$ cat config.mk
export PLATFORM = sky130hd
export DESIGN_NAME = display_scheduler
export DESIGN_NICKNAME = d
export VERILOG_FILES = /design/src/rtl/display_scheduler.sv
export SDC_FILE = /design/constraint.sdc
export NUM_CORES = 1
export LEC_CHECK = 0
export BUFFER_PORTS_ARGS = -buffer_cell sky130_fd_sc_hd__buf_2
export CAP_MARGIN = 10
export CORE_MARGIN = 1
export CORE_UTILIZATION = 53
export CTS_BUF_LIST = sky130_fd_sc_hd__clkbuf_8
export DETAILED_ROUTE_END_ITERATION = 6
export GPL_TIMING_DRIVEN = 0
export MAX_ROUTING_LAYER = met4
export PLACE_DENSITY = 0.81
export SYNTH_ARGS = -nofsm -noshare
export SYNTH_HDL_FRONTEND = slang
export SYNTH_SLANG_ARGS = --single-unit
$ cat constraint.sdc
create_clock -name clk_i -period 1.85 [get_ports clk_i]
set_input_delay 0.2775 -clock clk_i [delete_from_list [all_inputs] [get_ports clk_i]]
set_output_delay 0.2775 -clock clk_i [all_outputs]
set_load 0.03 [all_outputs]
$ cat src/rtl/display_scheduler.sv
// Display sequencing controller: arbitrates between processor writes and the switch bank,
// converts the chosen value to five BCD digits with a sequential double-dabble engine.
module display_scheduler #(
  parameter int unsigned MAX_DEC    = 99999,
  parameter int unsigned CONV_STEPS = 17
) (
  input  logic        clk_i,
  input  logic        rst_ni,
  input  logic        out_valid_i,
  input  logic [31:0] out_data_i,
  output logic        out_ready_o,
  input  logic        in_mode_i,
  input  logic [7:0]  chaves_i,
  output logic        busy_o,
  output logic        done_o,
  output logic        src_o,
  output logic [3:0]  dig1_o,
  output logic [3:0]  dig2_o,
  output logic [3:0]  dig3_o,
  output logic [3:0]  dig4_o,
  output logic [3:0]  dig5_o
);

  localparam int unsigned CntW = $clog2(CONV_STEPS + 1);

  typedef enum logic [1:0] {StIdle, StConv, StCommit} state_e;

  state_e                state_q;
  logic [CONV_STEPS-1:0] bin_q;
  logic [19:0]           bcd_q;
  logic [CntW-1:0]       cnt_q;
  logic                  err_q;
  logic                  pend_src_q;
  logic                  src_q;
  logic                  done_q;
  logic [7:0]            sw_shown_q;
  logic [19:0]           dig_q;

  logic [19:0] bcd_adj;
  logic        ovf;
  logic        sw_req;

  // Add-3 correction applied to every nibble before the shift.
  always_comb begin
    bcd_adj = bcd_q;
    for (int i = 0; i < 5; i++) begin
      if (bcd_q[4*i +: 4] >= 4'd5) begin
        bcd_adj[4*i +: 4] = bcd_q[4*i +: 4] + 4'd3;
      end
    end
  end

  assign ovf    = out_data_i > MAX_DEC;
  // Refresh when switches are not yet shown or their value differs from what is shown.
  assign sw_req = in_mode_i && (!src_q || (chaves_i != sw_shown_q));

  always_ff @(posedge clk_i or negedge rst_ni) begin
    if (!rst_ni) begin
      state_q    <= StIdle;
      bin_q      <= '0;
      bcd_q      <= '0;
      cnt_q      <= '0;
      err_q      <= 1'b0;
      pend_src_q <= 1'b0;
      src_q      <= 1'b0;
      done_q     <= 1'b0;
      sw_shown_q <= '0;
      dig_q      <= 20'hFFFFF;
    end else begin
      done_q <= 1'b0;
      unique case (state_q)
        StIdle: begin
          if (out_valid_i) begin
            pend_src_q <= 1'b0;
            if (ovf) begin
              err_q   <= 1'b1;
              state_q <= StCommit;
            end else begin
              bin_q   <= out_data_i[CONV_STEPS-1:0];
              bcd_q   <= '0;
              cnt_q   <= '0;
              state_q <= StConv;
            end
          end else if (sw_req) begin
            sw_shown_q <= chaves_i;
            bin_q      <= {{(CONV_STEPS-8){1'b0}}, chaves_i};
            bcd_q      <= '0;
            cnt_q      <= '0;
            pend_src_q <= 1'b1;
            state_q    <= StConv;
          end
        end
        StConv: begin
          {bcd_q, bin_q} <= {bcd_adj, bin_q} << 1;
          cnt_q          <= cnt_q + CntW'(1);
          if (cnt_q == CntW'(CONV_STEPS - 1)) begin
            state_q <= StCommit;
          end
        end
        StCommit: begin
          dig_q   <= err_q ? 20'hEEEEE : bcd_q;
          src_q   <= pend_src_q;
          err_q   <= 1'b0;
          done_q  <= 1'b1;
          state_q <= StIdle;
        end
        default: state_q <= StIdle;
      endcase
    end
  end

  assign out_ready_o = (state_q == StIdle);
  assign busy_o      = (state_q != StIdle);
  assign done_o      = done_q;
  assign src_o       = src_q;
  assign dig1_o      = dig_q[3:0];
  assign dig2_o      = dig_q[7:4];
  assign dig3_o      = dig_q[11:8];
  assign dig4_o      = dig_q[15:12];
  assign dig5_o      = dig_q[19:16];

endmodule

Word-level counts from Yosys, hierarchy flattened
Index checks and enable logic that the tools add are counted.
Widths: inputs -> output; s select.
{ "classes": {"add_sub_neg": 6, "order_cmp": 6, "eq_ne": 9, "mux": 29, "bitwise": 1, "reduce_logical": 13} }
{ "ops": {"columns": ["op", "n"], "rows": [
  ["$mux 20", 4],
  ["$mux 17", 3],
  ["$pmux 20 s2", 1],
  ["$pmux 17 s2", 1],
  ["$gt 32x17->1 const B", 1],
  ["$ge 4x3->1 const B", 5],
  ["$add 4x2->4 const B", 4],
  ["$mux 4", 4],
  ["$mux 5", 3],
  ["$pmux 5 s2", 1],
  ["$reduce_and 3->1", 3],
  ["$mux 2", 4],
  ["$ne 8x8->1", 1],
  ["$reduce_bool 2->1", 4],
  ["$add 5x1->5 const B", 1],
  ["$eq 5x5->1 const B", 1],
  ["$mux 1", 5],
  ["$ne 2x2->1 const B", 2],
  ["$pmux 2 s2", 1],
  ["$reduce_and 2->1", 2],
  ["$add 3x2->3 const B", 1],
  ["$mux 3", 1],
  ["$ne 3x2->1 const B", 1],
  ["$ne 3x3->1 const B", 1],
  ["9 further kinds", 9]
]} }
{ "word_totals": {"regBits": 76, "in_bits": 44, "out_inout_bits": 24} }

Depth between registers and ports, before layout
Gate-level depths: netlist of run 1.
{ "depth": {"word_depth": 6, "depth_mapped": 8, "ltp_nobuf": 7} }

Worst setup path before layout of run 1
No wires, ideal clock.
{ "synth_path": {"kind": "reg-to-reg", "startpoint": "reg state_q[1]", "endpoint": "reg sw_shown_q[0]", "setup_time_ns": 0.125, "t_arrival_ns": 2.248, "setup_slack_ns": -0.523, "stages_incl_launch_ff": 5, "n_path_buf": 0, "cell_sequence": "dfrtp_1 > nor2_1 > inv_1 > nor3_2 > mux2_2"} }
{ "synth_between": {"elab_chain_cells": 2} }
{ "synth_lines": {"columns": ["item", "line", "rtl"], "rows": [
  ["start, declared", "28", "state_e state_q;"],
  ["start signal, assigned", "59", "state_q <= StIdle;"],
  ["start signal, assigned", "77", "state_q <= StCommit;"],
  ["start signal, assigned", "82", "state_q <= StConv;"],
  ["$logic_not 2->1", null, null],
  ["net out_ready_o", "11", "output logic out_ready_o,"],
  ["$reduce_and 3->1 (no source line)", null, null],
  ["end signal, assigned", "85", "sw_shown_q <= chaves_i;"],
  ["end, declared", "36", "logic [7:0] sw_shown_q;"]
]} }
The timed path passes the listed nets, and every way through them passes these cells.
A chain may end at the register's enable or synchronous reset.

Worst setup path in the final report of run 1
{ "layout_path": {"startpoint": "reg sw_shown_q[7]", "endpoint": "reg bin_q[9]"} }
{ "layout_between": {"elab_chain_cells": 5} }
{ "layout_lines": {"columns": ["item", "line", "rtl"], "rows": [
  ["$ne 8x8->1", "55", "assign sw_req = in_mode_i && (!src_q || (chaves_i != sw_shown_q));"],
  ["$logic_or 1x1->1", "55", null],
  ["$logic_and 1x1->1", "55", null],
  ["$ne 3x2->1 (no source line)", null, null],
  ["$reduce_and 3->1 (no source line)", null, null],
  ["end signal, assigned", "79", "bin_q <= out_data_i[CONV_STEPS-1:0];"],
  ["end signal, assigned", "86", "bin_q <= {{(CONV_STEPS-8){1'b0}}, chaves_i};"],
  ["end signal, assigned", "94", "{bcd_q, bin_q} <= {bcd_adj, bin_q} << 1;"],
  ["end, declared", "29", "logic [CONV_STEPS-1:0] bin_q;"]
]} }
No other way between the ends.

==> results.md, run 1 <==
Drt:
- The DRC violation count after routing is 0.
- In this run the remaining antenna-violating nets after routing total 0.
- The total wire length after detailed routing is 8.90 mm.
- The detailed router finished its first iteration with roughly 130 violations.
- The routed wirelength normalized by instance count is between 15 and 20 um.
- In the routed layout, each cell is associated on average with a via count of roughly 5.5.
- The vias after detailed routing is approximately 3200.
- The number of iterations in the first detailed-routing pass is 5.

Power:
- The areal power density over the cells is between 1500 and 2000 mW/mm2.
- The leakage power figure is about 2.3 nW.
- The design draws between 7 and 8 mW.
- VDD sags by at most 0.000767 V.

Yosys:
- By area, the combinational part of the netlist is dominated by simple AND/OR/NAND/NOR gates.
- The fraction of synthesized area in multiplexers is under 10%.
- Yosys printed 0 warnings.
- The number of unique standard cell types used by synthesis is 46.
- Summing the areas of all and, or, nand and nor instances in the mapped netlist gives between 10% and 20% of the synthesized area.
- The main flop type after synthesis is dfrtp_1.
- The number of synthesized flops with an enable pin is 0.
- The synthesized cell area is between 0.003 and 0.004 mm2.
- The average instance area after synthesis is 10.1 um2.
- The gate count of the mapped netlist is 390.
- Summing the areas of all compound-gate instances in the mapped netlist gives 13.1% of the synthesized area.
- The number of nets handed over by synthesis was between 400 and 500.
- After synthesis, the share of flip-flops with an asynchronous set or reset is 100%.
- The XOR/XNOR share of the synthesized area is about 4%.
- The post-synthesis register bit count is between 70 and 80.
- The sequential element share of the synthesized area is 48.8%.
- The adder-cell share of the synthesized area is 3.80%.

Min path:
- Counting instances, the worst hold path has a depth of 2.
- The path class of the tightest hold or removal check is input pin to flop.
- The critical hold path startpoint is chaves_i[1].
- The worst hold endpoint is sw_shown_q[1].

CTS:
- The CTS clock-pin slew for the worst setup and hold paths is approximately 0.080 ns.
- The number of clock buffers inserted by TritonCTS is 9.
- The H-tree generated during clock tree synthesis spans 3 levels.
- CTS saw 76 sinks.
- The maximum root-to-sink buffer count is 2.
- The CTS root buffer is clkbuf_8.
- For the worst-skew pair, the clock arrives at the later sink with an insertion delay of 0.35 ns.
- TritonCTS built the clock tree.

Final layout:
- The register cell area after layout is about 0.0019 mm2.
- The repair_antennas step left the layout with diodes totalling 0.
- The count of fill cells added during filler insertion is ~590.
- Once layout is complete, the cells apart from fillers number approximately 580.
- The commonest non-fill, non-tap cell in the layout is buf_2.
- Leaving out fill and tap cells, the most frequent cells in the layout are 65 x buf_2, 55 x nand2_1, 54 x dfrtp_1, 34 x o21ai_0, 25 x nor2_1.
- Compared with the post-synthesis result, the final layout area differs by 21.5%.
- At the end of the flow, the number of nets in the layout was 530.
- The footprint of the multi-input gates is roughly 0.0019 mm2.
- The fraction of final layout cells with drive strength greater than 1 is 31.9%.
- Cells fill between 60% and 70% of the core in the end.

Die:
- Row generation in the floorplan step produced 31 rows.
- The I/O pin count is a little under 70.
- The die covers about 0.0078 mm2.
- After floorplanning, the core was sized to cover between 0.007 and 0.008 mm2.
- The floorplan step set the die height to just under 90 um.
- The die boundary width is about 90 um.
- The initial utilization of the core area, before any placement, comes to between 50% and 60%.

GRT:
- After global routing the overflow that remains totals 0.
- The via count of the first global-routing pass came to about 3200.
- The first-pass GRT wire length is ~14 mm.
- The pin count of the biggest net entering global routing is around 50.
- The total track usage is between 20 and 25%.
- The initial antenna violation count is 0.

Timing:
- The fraction of the cycle the final worst path needs is between 90% and 100%.
- The clock arrives with roughly 0.0070 ns of skew.
- The transition time at the pin with the least slew margin is ~0.58 ns.
- Derived from the worst setup path, the maximum achievable clock frequency is between 0.5 and 0.6 GHz.
- The number of endpoints failing setup at the final stage is 0.
- Setup repair after global routing could not meet its margin everywhere.
- The number of pins with negative max-slew slack in the final report was 0.
- The time the worst path needs with I/O delays and setup is ~1.8 ns.
- Headroom to the max-slew limit came out at roughly 61%.
- The accumulated negative setup slack is 0 ns.
- The count of endpoints failing hold in the final timing report is 0.

Worst setup path:
- STA classifies the critical path endpoint as a flop.
- By startpoint and endpoint, the worst setup path is classified as flop to flop.
- The maximum net fanout on the critical path is 10.
- At the worst endpoint, the arrival time is 2.06 ns.
- The required time at the endpoint of the critical path is 2.09 ns.
- In this run the critical register-to-register path is launched from sw_shown_q[7].
- Counting cells, the worst reg-to-reg path comes to 7.
- The endpoint identified for the worst register-to-register timing path is bin_q[9].
- STA classifies the critical path startpoint as a flop.
- The setup slack of the worst register-to-register path is roughly 0.027 ns.

Run status:
- The flow ran to the end, and the final reports show no timing, DRC or antenna violations.

Placement:
- The estimated wirelength of the detail-placed design is roughly 6.2 mm.
- The count of buffers from port buffering is 66.
- At the end of routability-driven placement, the weighted congestion stood at around 0.82.
- The count of placed standard cells including taps is about 560.

Flow run:
- The number of violations of the max-capacitance limit is 0.
state kept, by name, indices dropped and copies added (netlist names):
name        cells
cnt_q           5
err_q           1
dig_q          20
sw_shown_q      8
pend_src_q      1
bcd_q          20
bin_q          17
done_o          1
state_q         2
src_o           1
metrics by stage:
step / hold WS [ns] / instance area, um2 / setup WS [ns]
floorplan: -0.0181 / 3980 / -0.0222
global placement: 0.463 / 4430 / -0.300
detailed placement: 0.211 / 4460 / -0.299
CTS: 0.197 / 4700 / -0.00737
global route: 0.211 / 4800 / -0.0635
finish: 0.202 / 4800 / 0.0266
per-layer routing:
metal  routed length [um]  GRT usage [%]
met1                 3990           29.7
met2                 4470           41.6
met3                  305           4.57
met4                  134           9.24
met5                    0              -
how the worst max path moves through the flow:
| stage | start | to | slack, ns |
|---|---|---|---|
| floorplan | state_q[0] | bin_q[2] | -0.02 |
| global placement | out_data_i[14] | bin_q[6] | -0.30 |
| detailed placement | out_data_i[14] | bin_q[9] | -0.30 |
| CTS | sw_shown_q[2] | bin_q[1] | -0.007 |
| global route | out_valid_i | cnt_q[3] | -0.06 |
| finish | sw_shown_q[7] | bin_q[9] | 0.03 |
synthesized netlist by cell type (4+ instances only):
library cell / count / share of area [%]
dfrtp_1: 56 / 35
nand2_1: 55 / 5.2
o21ai_0: 34 / 4.3
nor2_1: 26 / 2.5
mux2_2: 24 / 6.8
dfstp_2: 20 / 13
clkbuf_1: 16 / 1.5
nand3_1: 16 / 2.0
inv_1: 14 / 1.3
xnor2_1: 13 / 2.9
a22o_1: 12 / 2.7
ha_1: 12 / 3.8
a21oi_1: 9 / 1.1
mux2i_1: 8 / 2.0
nand2b_1: 8 / 1.3
o31ai_1: 7 / 1.3
a211o_1: 5 / 1.1
and3_1: 5 / 0.79
nor3_1: 5 / 0.63
nor4b_1: 5 / 1.1
xor2_1: 5 / 1.1
a21o_1: 4 / 0.76
what timing repair did:
item                                   in CTS  in global routing
setup endpoints to repair                  40                 39
gates resized for setup                     6                 15
pin swaps                                   2                  5
setup buffers                               2                  3
hold buffers                                1                  0
endpoints found under the hold margin       8                  0
logic make-up (layout without fill, tap and decap cells):
logic type               Yosys count  after routing
multiplexers                      34             34
XOR/XNOR                          18             18
AO/OA/AOI/OAI                     80             80
adder cells (fa/ha/maj)           12             12
flip-flops                        76             76
AND/OR/NAND/NOR                  135            135
buffers and inverters             35            124
area by class of cell:
type                            instances  share of cell area [%]
Multi-Input combinational cell        279                    40.4
Inverter                               14                    1.09
Tap cell                               99                    2.58
Timing Repair Buffer                   73                    8.76
Sequential cell                        76                    40.2
Clock buffer                           10                    2.87
Clock inverter                          6                    1.33
Buffer                                 21                    2.76
report_power, final:
group / switching [mW] / internal (mW)
Clock: 0.643 / 0.660
Combinational: 1.91 / 1.39
Sequential: 0.426 / 2.38
critical path: stages (launching register included):
cell and delay [ns]:
dfrtp_1 0.39, xnor2_1 0.16, nand3_1 0.13, o31ai_4 0.31, a21oi_4 0.12, nand2_4 0.10, buf_12 0.15, mux2_2 0.34
No activity file was read; power rests on OpenSTA's default activity.
==> run 2, diff against run 1 <==
==> constraint.sdc (replaced) <==
create_clock -name clk_i -period 1.65 [get_ports clk_i]
set_input_delay 0.2475 -clock clk_i [delete_from_list [all_inputs] [get_ports clk_i]]
set_output_delay 0.2475 -clock clk_i [all_outputs]
set_load 0.03 [all_outputs]
==> run 2 against run 1 <==
  * The run now ends with negative setup slack left
  * Utilization is 0.57 points higher
  * Combinational power increased by 14%
  * Global-route usage is essentially flat
  * Sequential power is 12% higher
  * Critical path type unchanged
  * Critical endpoint is now bin_q[14]
  * Largest cell class unchanged
==> results.md, run 2 (synthesized netlist as in run 1, its figures left out) <==
Final layout:
- Leaving out fill and tap cells, the most frequent cell in the layout is buf_2.
- 0 antenna diodes ended up in the layout.
- Leaving out fill and tap cells, the most frequent cells in the layout are 66 x buf_2, 55 x nand2_1, 53 x dfrtp_1, 34 x o21ai_0, 25 x nor2_1.
- In the final layout, the share of cells above drive strength 1 is between 30 and 40%.
- Once layout is complete, the cells apart from fillers number 581.
- The footprint of the multi-input gates is ~0.0019 mm2.
- The count of fill cells added during filler insertion is ~600.
- After the last flow step, the layout net total stands at 533.
- The largest registers in the layout are bcd_q (20), dig_q (20), bin_q (17).
- From synthesis to final layout, the design area changed by 22.5%.
- In the final layout, flip-flops and latches occupy a little under 0.002 mm2.

Run status:
- The checks that failed: negative setup slack.
- The flow ran to the end, but the final reports show violations.

Timing:
- Across all setup checks in the final design, the least slack found is -0.162 ns.
- The number of endpoints failing setup at the final stage is 38.
- The number of pins with negative max-slew slack in the final report is 0.
- The worst slew margin relative to its limit is 61.3%.
- The count of endpoints failing hold in the final timing report is 0.
- The accumulated negative setup slack is -3.69 ns.
- Clock skew on the completed layout was measured at 0.0104 ns.
- The worst path uses 110% of the clock period.
- Setup repair after global routing could not meet its margin everywhere.
- Subtracting the final worst setup slack from the clock period gives approximately 1.8 ns.
- Derived from the worst setup path, the maximum achievable clock frequency is approximately 0.55 GHz.
- At the pin with the least slew margin, the transition time is a little under 0.6 ns.

Power:
- Power spread over the standard cell area amounts to 1720 mW/mm2.
- The share of total power in combinational logic is a little under half.
- IR analysis of the VDD net gives a maximum drop of ~0.00079 V.
- Internal power comes to between 5 and 6 mW.
- Net switching is 39.7% of the power.
- Summed over all cells, the static leakage comes to roughly 2.3 nW.
- The switching power summed over all nets is roughly 3.3 mW.
- In this run, the clock network consumes approximately 17% of the power.
- Per report_power, the sequential group accounts for between 30% and 40% of the total.

Flow run:
- The number of violations of the max-capacitance limit is 0.

Drt:
- The DRC violation count after routing is 0.
- In this run the remaining antenna-violating nets after routing total 0.
- The total wire length after detailed routing is 8.71 mm.
- The first routing iteration left between 100 and 150 violations.
- After detailed routing, the average wire length per cell comes to between 10 and 15 um.
- The vias after detailed routing is 3181.
- The average vias per placed instance is ~5.5.
- The number of iterations in the first detailed-routing pass is 4.

Worst setup path:
- STA classifies the critical path endpoint as a flop.
- The data arrival at the endpoint of the critical path is between 2 and 2.5 ns.
- The required time at the endpoint of the critical path is ~1.9 ns.
- The critical path launch point type is a flop.
- Of all nets on the critical path, the largest fanout is 10.
- The type of the worst setup path is flop to flop.

GRT:
- The first-pass GRT wire length is ~14 mm.
- Entering global routing, the biggest net connects between 50 and 60 pins.
- The aggregate global routing overflow is 0.
- The initial antenna violation count is 0.
- The total track usage is 24.8%.
- The via count of the first global-routing pass is approximately 3200.

Placement:
- Buffers placed on the I/O ports in this run total 66.
- Once placement completed, the tool counted placed cells totaling between 500 and 600.
- The last weighted congestion value of the routability-driven placer is about 0.84.
- The estimated wirelength of the detail-placed design is ~6.2 mm.
- Before CTS, the worst setup slack after placement is -0.500 ns.

CTS:
- The number of clock sinks is 76.
- The clock reaches the later pin of the worst-skew pair after between 0.3 and 0.4 ns.
- The TritonCTS clock tree is done.
- The maximum root-to-sink buffer count is 2.
- CTS placed an instance of clkbuf_8 at the clock tree root.
- Clock tree synthesis inserted a total of 9 buffers.
- The H-tree was split into 3 levels.
- After clock tree synthesis, the clock-pin slew on the worst setup and hold paths is 0.08 ns.

Die:
- The I/O pin count is 68.
- The row count is 31.
- The die boundary width is 88.3 um.
- The starting density of the core is approximately 55%.
- The standard cell core area is between 0.007 and 0.008 mm2.
- The vertical extent of the die is just under 90 um.
- The floorplan die area is ~0.0078 mm2.

Min path:
- The worst hold path belongs to the class input pin to flop.
[run 2: cell types whose count changed in the layout (fill, tap and decap cells not counted), moves of 2 or more]
cell,change
mux2_4,-2
clkbuf_1,-5
clkbuf_2,+2
buf_4,+2
clkbuf_4,+2
[run 2: final timing paths]
check | startpoint | end | slack (ns) | cells past startpoint
worst max-delay path | sw_shown_q[3] | bin_q[14] | -0.16 | 7
worst min-delay path | chaves_i[6] | sw_shown_q[6] | 0.17 | 2
worst max register to register | sw_shown_q[3] | bin_q[14] | -0.16 | 7
worst min register to register | dig_q[10] | dig_q[10] | 0.48 | 2
max in group asynchronous | rst_ni | dig_q[1] | 0.69 | 3
min in group asynchronous | rst_ni | bcd_q[17] | 0.36 | 2
[run 2: cell type report]
type                            count  area share (%)
Buffer                             21            2.97
Clock buffer                       10            2.84
Clock inverter                      6            1.19
Inverter                           14            1.09
Multi-Input combinational cell    279            40.2
Sequential cell                    76            39.9
Tap cell                           99            2.56
Timing Repair Buffer               76            9.23
[run 2: worst max-delay path: stages (launching register included)]
cell and delay (ns):
dfrtp_1 0.40, xnor2_1 0.14, nand3_1 0.15, o31ai_4 0.31, a21oi_4 0.11, nand2_4 0.10
buf_8 0.15, mux2_2 0.34
[run 2: metal layers]
layer | track usage, % | part of all wire, % | vias to the layer above
met2 | 42.2 | 50 | 97
met5 | - | 0 | -
met3 | 6.06 | 5.1 | 14
met1 | 29.0 | 43 | 1537
li1 | - | - | 1533
met4 | 7.48 | 1.4 | 0
[run 2: through the flow]
stage / hold slack, ns / util (%) / area, um2 / total power [mW]
final: 0.171 / 67.1 / 4840 / 8.32
after global routing: 0.168 / 67.1 / 4840 / 8.86
after CTS: 0.161 / 65.4 / 4720 / 8.05
after detailed placement: 0.181 / 62.1 / 4480 / 6.56
after global placement: 0.462 / 61.6 / 4450 / 6.40
after floorplan: -0.0481 / - / 3990 / 5.63
[run 2: power groups by stage]
| stage | Combinational (mW) | Clock [mW] | Sequential (mW) |
|---|---|---|---|
| floorplan | 2.11 | 0 | 3.53 |
| global placement | 3.30 | 0 | 3.10 |
| detailed placement | 3.41 | 0 | 3.15 |
| CTS | 3.49 | 1.44 | 3.13 |
| global route | 4.12 | 1.51 | 3.23 |
| finish | 3.76 | 1.42 | 3.14 |
[run 2: repair_timing]
item                                   in CTS  in global routing
pin swaps                                   5                  6
resized for setup                           9                 26
endpoints found under the hold margin      21                  0
buffers inserted                            2                  6
hold buffers                                1                  0
setup endpoints to repair                  49                 71
==> run 3, diff against run 2 <==
--- a/config.mk
+++ b/config.mk
@@ -8,12 +8,12 @@
 export BUFFER_PORTS_ARGS = -buffer_cell sky130_fd_sc_hd__buf_2
 export CAP_MARGIN = 10
 export CORE_MARGIN = 1
-export CORE_UTILIZATION = 53
+export CORE_UTILIZATION = 45
 export CTS_BUF_LIST = sky130_fd_sc_hd__clkbuf_8
 export DETAILED_ROUTE_END_ITERATION = 6
 export GPL_TIMING_DRIVEN = 0
 export MAX_ROUTING_LAYER = met4
-export PLACE_DENSITY = 0.81
+export PLACE_DENSITY = 0.68
 export SYNTH_ARGS = -nofsm -noshare
 export SYNTH_HDL_FRONTEND = slang
 export SYNTH_SLANG_ARGS = --single-unit
==> constraint.sdc (replaced) <==
create_clock -name clk_i -period 1.9 [get_ports clk_i]
set_input_delay 0.285 -clock clk_i [delete_from_list [all_inputs] [get_ports clk_i]]
set_output_delay 0.285 -clock clk_i [all_outputs]
set_load 0.03 [all_outputs]
==> run 3 against run 2 <==
  * The run now ends clean
  * Wire length decreased by 1.1%
  * Critical endpoint unchanged
  * Count of clock-buffer cells in the layout shrank 1
  * Critical path depth grew 1
  * Largest power group unchanged
  * Highest routed layer unchanged
  * Utilization down 11 points
  * Largest cell class is now sequential cells
==> results.md, run 3 (synthesized netlist as in run 1, its figures left out) <==
Worst setup path:
- STA classifies the critical path startpoint as an input pin.
- The worst setup path is captured at a flop.
- The setup slack of the worst register-to-register path is around 0.035 ns.
- The maximum net fanout on the critical path is 10.
- The data arrival at the endpoint of the critical path is 2.11 ns.
- STA puts the critical path data required time at 2.14 ns.
- The critical path is of the input pin to flop type.

Power:
- The overall power of the completed layout is approximately 7 mW.
- Dividing total power by cell area gives a power density of around 1500 mW/mm2.
- For this design the static power due to leakage is about 2.2 nW.
- The peak supply drop is 0.000727 V.

Timing:
- The time the worst path needs with I/O delays and setup is between 1.5 and 2 ns.
- The maximum frequency from static timing analysis is ~0.54 GHz.
- The number of endpoints failing setup at the final stage is 0.
- At the pin with the least slew margin, the transition time is 0.598 ns.
- The worst pin sits at a relative slew slack of 60.1%.
- The number of pins with negative max-slew slack in the final report is 0.
- Summed over all failing endpoints, the final setup total negative slack is 0 ns.
- The post-route worst setup slack is ~0.035 ns.
- On the final layout, the worst clock skew is about 0.011 ns.
- The count of endpoints failing hold in the final timing report came to 0.
- The final critical path takes up ~98% of the cycle.
- Setup repair after global routing could not meet its margin everywhere.

Die:
- In this run the horizontal extent of the chip is 95.7 um.
- The I/O pin count is 68.
- The floorplan step defined a die boundary enclosing 0.00916 mm2.
- Once the floorplan was initialized, standard cells occupied around 47% of the core.
- The initialized floorplan defines 33 standard-cell rows.
- The core region is roughly 0.0083 mm2.
- The floorplan step set the die height to 95.7 um.

Placement:
- The count of placed standard cells including taps is 562.
- The count of buffers from port buffering is 66.
- OpenSTA, run right after detailed placement, puts the worst setup slack at -0.355 ns.
- The estimated wirelength of the detail-placed design is 6.19 mm.
- Routability-driven placement finished with a final weighted congestion of between 0.8 and 0.9.

Drt:
- The detailed router finished its first iteration with approximately 120 violations.
- After detailed routing, the average wire length per cell comes to ~15 um.
- Dividing the detail-routed via count by the number of cells gives between 5 and 6.
- The routed layout has 3097 vias.
- The count of nets left with antenna violations after detail routing is 0.
- Before antenna repair, the detailed router went through 4 iterations.
- For this run, design rule violations remaining after detail routing come to 0.
- The total wire length after detailed routing is approximately 8.6 mm.

Flow run:
- The number of violations of the max-capacitance limit is 0.

CTS:
- The CTS clock-pin slew for the worst setup and hold paths is roughly 0.080 ns.
- The cell sitting at the root of the clock tree is a clkbuf_8.
- The tree built by TritonCTS fans out to 76 sinks.
- The maximum root-to-sink buffer count is 2.
- TritonCTS built the clock tree.
- The number of clock buffers inserted by TritonCTS is 9.
- The H-tree was split into 3 levels.
- For the worst-skew pair, the clock arrives at the later sink with an insertion delay of 0.36 ns.

Final layout:
- Summing all multi-input logic gate instances after layout gives about 0.0019 mm2.
- The finished layout holds a little under 600 standard cells, fillers aside.
- Cells with a size suffix above 1 make up between 30% and 40% of the layout.
- The end-of-flow core utilization is 56.2%.
- The antenna diode instance count is 0.
- Leaving out fill and tap cells, the most frequent cell in the layout is buf_2.
- The largest registers in the layout are bcd_q (20), dig_q (20), bin_q (17).
- The area added between synthesis and finish is 18.7%.
- The register cell area after layout is roughly 0.0019 mm2.
- After filler insertion, the fill cell instance count of the layout stands at 747.
- The library cells used most frequently in the layout, excluding fill and tap cells, are 65 x buf_2, 56 x dfrtp_1, 55 x nand2_1, 34 x o21ai_0, 25 x nor2_1.
- The layout net count is between 500 and 600.

GRT:
- Global routing used about 5.1% of the available met3 tracks.
- The initial antenna violation count is 0.
- Entering global routing, the biggest net connects 40 pins.
- The via count of the first global-routing pass is approximately 3100.
- Global routing consumed, over all layers together, between 20% and 30% of the routing resources.
- The aggregate global routing overflow is 0.
- After global routing, the most crowded layer is met2.
- The first-pass GRT wire length is 14.6 mm.
- In the global route stage, met2 resource usage came out at a little over a third.
- The met1 demand-to-capacity share in global routing is 25.8%.

Min path:
- In this run the worst hold path is classified as input pin to flop.

Run status:
- The run finished with clean final reports.
run 3: cell count changes in the layout (fill, tap and decap cells not counted), moves of 2 or more:
cell / delta
clkbuf_4: -2
buf_4: -3
mux2_2: +4
dfrtp_1: +3
mux2_4: -4
clkbuf_2: -2
dfrtp_2: -3
clkbuf_1: +5
run 3: per-stage QoR:
step	hold slack (ns)	cell area, um2
3_3_place_gp	0.464	4440
5_1_grt	0.211	4690
4_1_cts	0.206	4660
2_1_floorplan	-0.0106	3980
6_report	0.210	4690
3_5_place_dp	0.289	4460
run 3: worst paths after layout:
| kind | start | endpoint | cells past startpoint |
|---|---|---|---|
| worst max-delay path | out_data_i[14] | bin_q[14] | 8 |
| worst min-delay path | chaves_i[7] | sw_shown_q[7] | 2 |
| worst max register to register | state_q[0] | bin_q[14] | 6 |
| worst min register to register | dig_q[16] | dig_q[16] | 2 |
| max in group asynchronous | rst_ni | dig_q[12] | 3 |
| min in group asynchronous | rst_ni | bcd_q[17] | 2 |
run 3: what timing repair did:
action,in CTS,in global routing
resized for setup,6,3
buffers inserted,1,2
hold buffers,1,0
pin swaps,1,4
setup endpoints to repair,40,19
endpoints found under the hold margin,23,0
run 3: layer usage:
metal / vias to the layer above / share of wire, %
met2: 65 / 48
met1: 1490 / 46
li1: 1528 / -
met5: - / 0
met4: 0 / 1.5
met3: 14 / 3.8
run 3: where the power goes:
part	internal [mW]	leakage, nW	switching (mW)
combinational	1.24	1.23	1.81
sequential	2.31	0.931	0.385
clock	0.466	0.0824	0.627
total	4.02	2.25	2.82
run 3: cell type report:
type | instances | area share (%)
flip-flops and latches | 76 | 41.1
multi-input cells | 279 | 40.5
repair buffers | 71 | 8.22
well taps | 105 | 2.80
clock buffers | 9 | 2.64
plain buffers | 21 | 2.64
inverters | 14 | 1.12
clock inverters | 7 | 0.961
run 3: worst max-delay path: stages:
cell and delay [ns]:
buf_2 0.11, nor4_2 0.37, nand3_1 0.15, a2bb2oi_1 0.18, o31a_2 0.41, nand2_4 0.10, buf_6 0.15, mux2_2 0.34
